[config.mk]
export PLATFORM = sky130hd
export DESIGN_NAME = instruction_cycle_controller
export DESIGN_NICKNAME = d
export VERILOG_FILES = /design/src/rtl/instruction_cycle_controller.sv
export SDC_FILE = /design/constraint.sdc
export NUM_CORES = 1
export LEC_CHECK = 0
export ABC_AREA = 1
export BUFFER_PORTS_ARGS = -buffer_cell sky130_fd_sc_hd__buf_2
export CELL_PAD_IN_SITES_DETAIL_PLACEMENT = 2
export CELL_PAD_IN_SITES_GLOBAL_PLACEMENT = 2
export CORE_ASPECT_RATIO = 0.7
export CORE_MARGIN = 2
export CORE_UTILIZATION = 18
export DETAILED_ROUTE_END_ITERATION = 8
export GPL_TIMING_DRIVEN = 0
export PLACE_DENSITY_LB_ADDON = 0.1
export SLEW_MARGIN = 40
export SYNTH_ARGS = -nofsm -noshare
export SYNTH_HDL_FRONTEND = slang
export SYNTH_SLANG_ARGS = --single-unit
[constraint.sdc]
create_clock -name clk -period 1.2 [get_ports clk]
set_input_delay 0.06 -clock clk [delete_from_list [all_inputs] [get_ports clk]]
set_output_delay 0.06 -clock clk [all_outputs]
set_load 0.1 [all_outputs]
[src/rtl/instruction_cycle_controller.sv]
// Instruction-cycle control FSM: sequences fetch, decode and execute from the IR opcode field,
// and drives the datapath IR/PC/A load strobes, mux selects and the data-memory write strobe.
module instruction_cycle_controller #(
    parameter bit INPUT_HANDSHAKE = 1'b1
) (
    input  logic       clk,
    input  logic       clear,
    input  logic [2:0] IR75,
    input  logic       Aeq0,
    input  logic       Apos,
    input  logic       Enter,
    output logic       IRload,
    output logic       PCload,
    output logic       IMPsel,
    output logic       MeminstSel,
    output logic [1:0] Asel,
    output logic       Aload,
    output logic       Sub,
    output logic       MemWr,
    output logic       Halt,
    output logic [3:0] state
);

    // Execute states sit at {1'b1, opcode} so DECODE can branch without a lookup table.
    typedef enum logic [3:0] {
        S_START  = 4'd0,
        S_FETCH  = 4'd1,
        S_DECODE = 4'd2,
        S_INREL  = 4'd3,
        S_LOAD   = 4'd8,
        S_STORE  = 4'd9,
        S_ADD    = 4'd10,
        S_SUB    = 4'd11,
        S_INPUT  = 4'd12,
        S_JZ     = 4'd13,
        S_JPOS   = 4'd14,
        S_HALT   = 4'd15
    } state_t;

    state_t state_q;
    state_t state_d;

    // NOTE: state registers use non-blocking assignments so every flop samples pre-edge values.
    always_ff @(posedge clk or negedge clear) begin
        if (!clear) begin
            state_q <= S_START;
        end else begin
            state_q <= state_d;
        end
    end

    // NOTE: each combinational output gets a default first, so no path can infer a latch.
    always_comb begin
        state_d = S_FETCH;
        case (state_q)
            S_START:  state_d = S_FETCH;
            S_FETCH:  state_d = S_DECODE;
            S_DECODE: state_d = state_t'({1'b1, IR75});
            S_INPUT: begin
                if (!Enter) begin
                    state_d = S_INPUT;
                end else if (INPUT_HANDSHAKE) begin
                    state_d = S_INREL;
                end else begin
                    state_d = S_FETCH;
                end
            end
            S_INREL:  state_d = Enter ? S_INREL : S_FETCH;
            S_HALT:   state_d = S_HALT;
            default:  state_d = S_FETCH;
        endcase
    end

    always_comb begin
        IRload     = 1'b0;
        PCload     = 1'b0;
        IMPsel     = 1'b0;
        MeminstSel = 1'b0;
        Asel       = 2'b00;
        Aload      = 1'b0;
        Sub        = 1'b0;
        MemWr      = 1'b0;
        Halt       = 1'b0;
        case (state_q)
            S_FETCH: begin
                IRload = 1'b1;
                PCload = 1'b1;
            end
            S_DECODE: MeminstSel = 1'b1;
            S_LOAD: begin
                MeminstSel = 1'b1;
                Asel       = 2'b10;
                Aload      = 1'b1;
            end
            S_STORE: begin
                MeminstSel = 1'b1;
                MemWr      = 1'b1;
            end
            S_ADD: begin
                MeminstSel = 1'b1;
                Aload      = 1'b1;
            end
            S_SUB: begin
                MeminstSel = 1'b1;
                Aload      = 1'b1;
                Sub        = 1'b1;
            end
            // A loads only in the cycle Enter is first seen; INREL then swallows the held level.
            S_INPUT: begin
                Asel  = 2'b01;
                Aload = Enter;
            end
            S_JZ: begin
                IMPsel = 1'b1;
                PCload = Aeq0;
            end
            S_JPOS: begin
                IMPsel = 1'b1;
                PCload = Apos;
            end
            S_HALT:  Halt = 1'b1;
            default: ;
        endcase
    end

    assign state = state_q;

endmodule

==> impl_metrics.py, run 1 <==
metrics = {
    "worst_setup_path": {
        "cp_max_fo": 5,
        "slowest_stage": "dfrtp_4",
        "path_cells": "inv_4, nor2_4, nand3_2, nand3_4, buf_12",
        "reg2reg_depth": 8,
        "max_stage_delay_ns": 0.46,
        "rr_startpoint": "state[1]",
        "worst_r2r_endpoint": "state[0]",
        "cp-end-kind": "output port",
        "critPathRequiredTime_ns": 1.14,
        "startpoint_type": "register",
        "worst-path-buf-inv": 2,
        "reg2reg_slack_ns": -0.14,
        "worst_ep_arrival_time_ns": 1.40,
        "worst-setup-path-type": "reg2out",
        "crit_family": "flip-flops",
    },
    "sta": {
        "min_period_ns": 1.46,
        "slew_violations": 0,
        "relSlewSlack_pct": 68.0,
        "rsz0062_at_grt": "true",
        "max_freq_mhz": 685,
        "setup_viol": 15,
        "finalCritPeriodShare_pct": 122,
        "worstMarginPinSlew_ns": 0.484,
        "setup_ws_ns": -0.261,
        "hold_violations": 0,
        "clock_skew_ns": 0.00419,
        "holdWs_ns": 0.0965,
    },
    "outcome": {
        "violations": "negative setup slack",
        "outcome": "complete, but fails checks",
    },
    "clocking": {
        "clk_latency_ns": 0.23,
        "max-clock-path-buffers": 2,
        "cts.sink_count": 4,
        "htreeDepth": 1,
        "numCtsBuffers": 3,
        "cts_tree": "yes",
        "clk_pin_slew_ns": 0.04,
        "root_buffer": "clkbuf_4",
    },
    "die": {
        "rows": 13,
        "core_area_um2": 1850,
        "ios": 22,
        "dieArea_um2": 2340,
        "start_util_pct": 19.1,
        "die_w_um": 57.0,
        "die_height_um": 41.1,
    },
    "synth": {
        "ys_seq_area_share_pct": 28.3,
        "syn_nets": 62,
        "avgSynthCellArea_um2": 6.56,
        "yosysTopAreaCell": "dfrtp_1",
        "synth_area_leaders": "dfrtp_1, nand2_1, nand3_1",
        "netlist_instances": 54,
        "synth_cell_types": 16,
        "synth-seq-cells": 4,
        "synth_top_area_share_pct": 28.3,
        "yosys_warnings": 0,
        "synth_area_um2": 354,
    },
    "routing": {
        "drc": 0,
        "wirelength_mm": 1.93,
        "ant_nets": 0,
        "drt_iter0_drc": 3,
        "drt-vias-per-instance": 4.44,
        "vias": 515,
        "wl_per_cell_um": 16.7,
        "drt_pass1_iterations": 4,
    },
    "min_path": {
        "min_from": "IR75[2]",
        "min_path_cells": 3,
        "hold_end": "state[2]",
        "hp-class": "in2reg",
    },
    "placement": {
        "routabilityCongestion": 0.708,
        "dpl.hpwl_mm": 1.04,
        "preCtsSetupSlack_ns": -0.284,
        "dp_cells": 97,
        "portBuffers": 21,
        "place_area_um2": 612,
    },
    "layout": {
        "final_net_count": 104,
        "drive_gt1_share_pct": 77.7,
        "final_cell_mix": "buf_4, buf_12, nand2_1, buf_2, nor2_4",
        "n_antenna_cell": 0,
        "postLayoutCellArea_um2": 965,
        "syn2layout_area_growth_pct": 172,
        "largest_register_ffs": 4,
        "layout_commonest_cell": "buf_4",
        "fin_cells": 116,
    },
    "global_routing": {
        "use_met3_pct": 5.36,
        "grt_pass1_vias": 532,
        "use_met1_pct": 19.4,
        "use_met2_pct": 29.3,
        "grt_pass1_wl_mm": 2.73,
        "grt_overflow": 0,
        "track_usage_pct": 16.8,
        "top_usage_layer": "met2",
        "grt_max_degree": 6,
        "antenna_found_initial": 0,
    },
    "flow_run": {
        "drv_cap": 0,
    },
}
## routing by layer
metal / routed length [um] / vias up
li1: - / 249
met1: 783 / 248
met2: 1060 / 16
met3: 82 / 2
met4: 10 / 0
met5: 0 / -
## per-stage QoR
step                util, %  TNS, ns
finish                 52.0    -2.40
CTS                    49.8    -1.90
detailed placement     33.0    -1.58
global placement       33.0    -1.48
floorplan                 -    -3.60
global route           52.0    -3.11
## final cells by class
cell class | instances | area (um^2)
Clock buffer | 3 | 22.5
Fill cell | 192 | 890
Inverter | 10 | 57.6
Multi-Input combinational cell | 40 | 338
Sequential cell | 4 | 115
Tap cell | 22 | 27.5
Timing Repair Buffer | 37 | 404
## synthesized netlist by cell type
cell type,count
dfrtp_1,4
inv_1,6
inv_2,3
inv_4,1
nand2_1,13
nand2_2,3
nand2_4,1
nand3_1,8
nand3_2,1
nor2_1,5
nor2_2,3
nor2_4,2
nor3_1,1
o211ai_1,1
o21a_1,1
o21ai_0,1
## logic make-up (layout without fill, tap and decap cells)
family / count (synthesis) / in the layout / synth area share [%]
flops: 4 / 4 / 28.3
buf+inv: 10 / 50 / 11.3
compound gates: 3 / 3 / 5.65
simple gates: 37 / 37 / 54.8
## how the worst max path moves through the flow
stage / start / endpoint / slack [ns] / depth (start not counted)
after global placement: state[1] / PCload / -0.27 / 4
after detailed placement: state[0] / PCload / -0.28 / 4
after CTS: state[0] / PCload / -0.24 / 5
final: state[1] / PCload / -0.26 / 5
after floorplan: state[2] / MemWr / -0.51 / 3
after global routing: state[1] / PCload / -0.30 / 5
## worst register-to-register path, delay by kind of cell (launching register included)
| kind | cells | cell delay, ns |
|---|---|---|
| flops | 1 | 0.51 |
| simple gates | 5 | 0.37 |
| buf+inv | 3 | 0.33 |
## timing repair
action                                  in CTS  in global routing
resized for setup                           54                  2
pin swaps                                   11                  9
endpoints found under the setup margin      12                 15
hold buffers                                 1                  0
endpoints found under the hold margin        4                  0
setup buffers                               10                  6
Power of run 1 is left out: the tool's default activity adds up to more than one toggle a clock period on the data nets, which glitch-free logic cannot reach.
==> run 2, diff against run 1 <==
--- a/config.mk
+++ b/config.mk
@@ -15,6 +15,7 @@
 export DETAILED_ROUTE_END_ITERATION = 8
 export GPL_TIMING_DRIVEN = 0
 export PLACE_DENSITY_LB_ADDON = 0.1
+export RECOVER_POWER = 50
 export SLEW_MARGIN = 40
 export SYNTH_ARGS = -nofsm -noshare
 export SYNTH_HDL_FRONTEND = slang
==> constraint.sdc (replaced) <==
create_clock -name clk -period 1.5 [get_ports clk]
set_input_delay 0.075 -clock clk [delete_from_list [all_inputs] [get_ports clk]]
set_output_delay 0.075 -clock clk [all_outputs]
set_load 0.1 [all_outputs]
==> run 2 against run 1 <==
Effect of this change:
- the run now ends clean
- cell count is 8.6% lower
- setup slack better by 0.29 ns
- sequential cell count stayed put
- utilization is 12 points lower
- via count is 10% lower
- first-iteration DRC count is 100% higher
- critical path type unchanged
- critical path depth stayed put
- worst hold slack better by 0.0085 ns
- global-route usage is 4.9 points lower
==> impl_metrics.py, run 2 (synthesis results as in run 1) <==
metrics = {
    "flow_run": {
        "drv_cap": 0,
    },
    "clocking": {
        "clk_pin_slew_ns": 0.04,
        "clk_latency_ns": 0.24,
        "max-clock-path-buffers": 2,
        "cts.sink_count": 4,
        "htreeDepth": 1,
        "numCtsBuffers": 3,
        "cts_tree": "yes",
        "root_buffer": "clkbuf_4",
    },
    "global_routing": {
        "use_met3_pct": 3.15,
        "grt_pass1_vias": 393,
        "use_met2_pct": 16.1,
        "grt_max_degree": 8,
        "track_usage_pct": 11.9,
        "top_usage_layer": "met1",
        "antenna_found_initial": 0,
        "grt_overflow": 0,
        "use_met1_pct": 16.2,
        "grt_pass1_wl_mm": 1.93,
    },
    "routing": {
        "wl_per_cell_um": 12.0,
        "drc": 0,
        "drt_pass1_iterations": 4,
        "wirelength_mm": 1.27,
        "ant_nets": 0,
        "drt-vias-per-instance": 4.36,
        "vias": 462,
        "drt_iter0_drc": 6,
    },
    "worst_setup_path": {
        "slowest_stage": "dfrtp_4",
        "crit_family": "flip-flops",
        "worst-setup-path-type": "reg2out",
        "cp_max_fo": 5,
        "critPathLaunch": "state[0]",
        "worst-path-buf-inv": 3,
        "worst_ep_arrival_time_ns": 1.39,
        "startpoint_type": "register",
        "cp-end-kind": "output port",
        "rr_startpoint": "state[1]",
        "path_cells": "inv_4, nor2_4, buf_4, o21ai_4, buf_12",
        "critPathRequiredTime_ns": 1.42,
        "max_stage_delay_ns": 0.51,
    },
    "sta": {
        "relSlewSlack_pct": 64.2,
        "min_period_ns": 1.47,
        "worstMarginPinSlew_ns": 0.540,
        "max_freq_mhz": 682,
        "hold_violations": 0,
        "holdWs_ns": 0.105,
        "rsz0062_at_grt": "true",
        "slew_violations": 0,
        "setup_viol": 0,
        "finalCritPeriodShare_pct": 97.8,
        "clock_skew_ns": 0.00325,
        "fin_tns_setup_ns": 0,
    },
    "layout": {
        "regArea_um2": 115,
        "syn2layout_area_growth_pct": 112,
        "drive_gt1_share_pct": 71.4,
        "multiInputGateArea_um2": 312,
        "n_antenna_cell": 0,
        "n_fill_cell": 215,
        "final_net_count": 94,
        "final_cell_mix": "nand2_1, buf_2, buf_4",
        "largest_register_ffs": 4,
    },
    "die": {
        "start_util_pct": 19.1,
        "die_w_um": 57.0,
        "dieArea_um2": 2340,
        "core_area_um2": 1850,
        "die_height_um": 41.1,
        "ios": 22,
        "rows": 13,
    },
    "min_path": {
        "hp-class": "in2reg",
        "min_from": "IR75[2]",
    },
    "placement": {
        "dpl.hpwl_um": 978,
        "portBuffers": 21,
        "routabilityCongestion": 0.708,
    },
    "outcome": {
        "outcome": "finished clean",
    },
}
-- run 2: timing repair --
action                                  in CTS  in global routing
resized for setup                           17                  7
endpoints found under the setup margin      10                  7
hold buffers                                 1                  0
pin swaps                                    1                  3
buffers inserted                             0                  5
endpoints found under the hold margin        4                  0
-- run 2: final timing paths --
kind / to / slack, ns / cells past startpoint
worst max-delay path: Aload / 0.03 / 5
worst min-delay path: state[2] / 0.10 / 3
worst max register to register: state[0] / 0.32 / 6
worst min register to register: state[2] / 0.73 / 3
max in group asynchronous: state[2] / 1.09 / 2
min in group asynchronous: state[1] / 0.20 / 2
-- run 2: routing by layer --
metal	share of wire (%)	vias up
met3	4.7	2
met4	1.5	0
met2	43	15
li1	-	231
met5	0	-
met1	51	214
-- run 2: per-stage QoR --
step	util (%)	std cells	setup WS [ns]	instance area [um^2]
2_1_floorplan	-	54	-0.234	467
3_3_place_gp	32.3	97	0.0369	599
3_5_place_dp	32.3	97	0.0130	599
4_1_cts	36.8	101	-0.0185	682
5_1_grt	40.4	106	-0.0164	749
6_report	40.4	106	0.0328	749
-- run 2: area by class of cell --
class	count	share of cell area, %
Multi-Input combinational cell	40	41.6
Timing Repair Buffer	27	29.4
Sequential cell	4	15.4
Inverter	10	7.01
Tap cell	22	3.67
Clock buffer	3	3.01
-- run 2: worst reg2reg max path: stages (launching register included) --
cell and delay, ns:
dfrtp_4 0.52, nand2_2 0.13, inv_2 0.07, nand2_4 0.11, nand2_1 0.06, nor2_1 0.12
nand2_1 0.06
Power of run 2 is left out for the same reason.
==> run 3, diff against run 2 <==
--- a/config.mk
+++ b/config.mk
@@ -5,13 +5,12 @@
 export SDC_FILE = /design/constraint.sdc
 export NUM_CORES = 1
 export LEC_CHECK = 0
-export ABC_AREA = 1
 export BUFFER_PORTS_ARGS = -buffer_cell sky130_fd_sc_hd__buf_2
 export CELL_PAD_IN_SITES_DETAIL_PLACEMENT = 2
 export CELL_PAD_IN_SITES_GLOBAL_PLACEMENT = 2
 export CORE_ASPECT_RATIO = 0.7
 export CORE_MARGIN = 2
-export CORE_UTILIZATION = 18
+export CORE_UTILIZATION = 19
 export DETAILED_ROUTE_END_ITERATION = 8
 export GPL_TIMING_DRIVEN = 0
 export PLACE_DENSITY_LB_ADDON = 0.1
==> run 3 against run 2 <==
Effect of this change:
- the run now ends with negative setup slack left
- die area down 5.1%
- sequential share of layout area down 2.5 points
- clock-buffer cell count unchanged
- non-clock buffer count is 9 higher
- critical path depth did not move
- utilization grew 13 points
- sequential cell count unchanged
- via count increased by 10%
- setup slack got worse by 0.061 ns
- critical endpoint is now MeminstSel
- largest cell class is now non-clock buffers
==> impl_metrics.py, run 3 <==
metrics = {
    "outcome": {
        "outcome": "complete, but fails checks",
        "violations": "negative setup slack",
    },
    "routing": {
        "wl_per_cell_um": 20.2,
        "drt-vias-per-instance": 4.94,
        "met3_length_um": 66,
        "drc": 0,
        "drt_iter0_drc": 6,
        "wirelength_mm": 2.08,
        "highest_layer": "met4",
        "vias": 509,
        "wl_met1_um": 918,
        "met2_length_mm": 1.04,
        "ant_nets": 0,
        "drt_pass1_iterations": 3,
    },
    "worst_setup_path": {
        "worst-path-buf-inv": 2,
        "reg2reg_slack_ns": 0.01,
        "reg2reg_depth": 4,
        "worst_r2r_endpoint": "state[1]",
        "cp-end-kind": "output port",
        "worst-setup-path-type": "reg2out",
        "slowest_stage": "dfrtp_4",
        "startpoint_type": "register",
        "path_cells": "buf_8, nor2b_4, nor2_1, nor2_4, buf_6",
        "critPathRequiredTime_ns": 1.42,
        "cp_max_fo": 10,
        "rr_startpoint": "state[3]",
        "crit_family": "flip-flops",
        "worst_ep_arrival_time_ns": 1.45,
        "max_stage_delay_ns": 0.49,
    },
    "synth": {
        "synth_edf_count": 0,
        "synthFlopType": "dfrtp_1",
        "avgSynthCellArea_um2": 7.51,
        "synth_cell_types": 23,
        "ys_seq_area_share_pct": 28.4,
        "yosysTopAreaCell": "dfrtp_1",
        "synth_area_um2": 353,
        "synthArstFlopShare_pct": 100,
        "synth_area_leaders": "dfrtp_1, nor2_1, nor4bb_4",
        "synth_top_area_share_pct": 28.4,
        "netlist_instances": 47,
        "yosys_warnings": 0,
        "synth-seq-cells": 4,
        "synth_top_cells_by_count": "nor2_1, nand2_1, dfrtp_1",
        "syn_nets": 55,
        "synth.most_common_cell": "nor2_1",
    },
    "global_routing": {
        "grt_overflow": 0,
        "grt_pass1_wl_mm": 2.59,
        "track_usage_pct": 16.4,
        "grt_max_degree": 14,
        "grt_pass1_vias": 513,
        "antenna_found_initial": 0,
    },
    "clocking": {
        "numCtsBuffers": 3,
        "cts_tree": "yes",
        "clk_pin_slew_ns": 0.04,
        "max-clock-path-buffers": 2,
        "cts.sink_count": 4,
        "root_buffer": "clkbuf_4",
        "clk_latency_ns": 0.24,
        "htreeDepth": 1,
    },
    "min_path": {
        "min_from": "IR75[2]",
        "min_path_cells": 3,
        "hold_end": "state[2]",
        "hp-class": "in2reg",
    },
    "layout": {
        "final_util_pct": 53.7,
        "drive_gt1_share_pct": 78.0,
        "syn2layout_area_growth_pct": 154,
        "n_fill_cell": 170,
        "final_net_count": 92,
        "largest_register_ffs": 4,
        "n_antenna_cell": 0,
        "layout_commonest_cell": "buf_4",
        "final_cell_mix": "buf_4, buf_2, buf_12",
    },
    "placement": {
        "dpl.hpwl_mm": 1.05,
        "portBuffers": 21,
        "routabilityCongestion": 0.663,
    },
    "flow_run": {
        "drv_cap": 0,
    },
    "sta": {
        "clock_skew_ns": 0.00357,
        "rsz0062_at_grt": "true",
        "max_freq_mhz": 655,
        "min_period_ns": 1.53,
        "finalCritPeriodShare_pct": 102,
        "setup_ws_ns": -0.0279,
        "slew_violations": 0,
        "relSlewSlack_pct": 67.6,
        "hold_violations": 0,
        "worstMarginPinSlew_ns": 0.489,
        "setup_viol": 3,
    },
    "die": {
        "ios": 22,
        "core_area_um2": 1670,
        "dieArea_um2": 2220,
        "die_height_um": 40.1,
        "rows": 12,
        "start_util_pct": 21.2,
        "die_w_um": 55.5,
    },
}
==> run 3: final cells by class <==
class	count	area (um^2)	area share [%]
Multi-Input combinational cell	36	354	39.6
Inverter	3	15.0	1.68
Timing Repair Buffer	34	332	37.1
Sequential cell	4	115	12.9
Clock buffer	3	22.5	2.52
Buffer	2	30.0	3.36
Tap cell	21	26.3	2.94
==> run 3: kinds of logic after synthesis <==
family                 count (synthesis)  share of synthesized area, %
buffers and inverters                  7                          12.1
flip-flops                             4                          28.4
AO/OA/AOI/OAI                         10                          16.7
AND/OR/NAND/NOR                       26                          42.9
==> run 3: timing repair <==
action                                  in CTS  in global routing
endpoints found under the setup margin      10                 10
endpoints found under the hold margin        4                  0
buffers inserted                             1                 11
hold buffers                                 1                  0
pin swaps                                    4                  4
resized for setup                           31                 17
==> run 3: per-stage QoR <==
step	worst slack, ns	hold slack, ns	instances	cell area [um^2]	TNS [ns]
3_5_place_dp	-0.0450	-0.113	89	637	-0.0973
5_1_grt	-0.0956	0.200	103	895	-0.401
6_report	-0.0279	0.137	103	895	-0.0455
2_1_floorplan	-0.469	-0.221	47	505	-2.41
4_1_cts	-0.0143	0.129	92	751	-0.0211
3_3_place_gp	-0.0306	-0.120	89	637	-0.0760
==> run 3: per-layer routing <==
metal  up-vias  GRT usage [%]
met5         -              0
met2        18           30.7
met3         6           1.61
li1        235              -
met4         0           9.15
met1       250           19.7
==> run 3: worst max-delay path by stage <==
stage	from	endpoint	slack, ns	cells past startpoint
5_1_grt	state[1]	MeminstSel	-0.1	5
3_5_place_dp	state[3]	PCload	-0.04	5
6_report	state[1]	MeminstSel	-0.03	5
3_3_place_gp	state[0]	Halt	-0.03	4
4_1_cts	state[3]	PCload	-0.01	4
2_1_floorplan	state[1]	state[0]	-0.47	3
==> run 3: worst min-delay path, cell delays in order <==
cell and delay (ns):
buf_2 0.08, a21oi_1 0.06, o21ai_1 0.11
Power of run 3 is left out for the same reason.
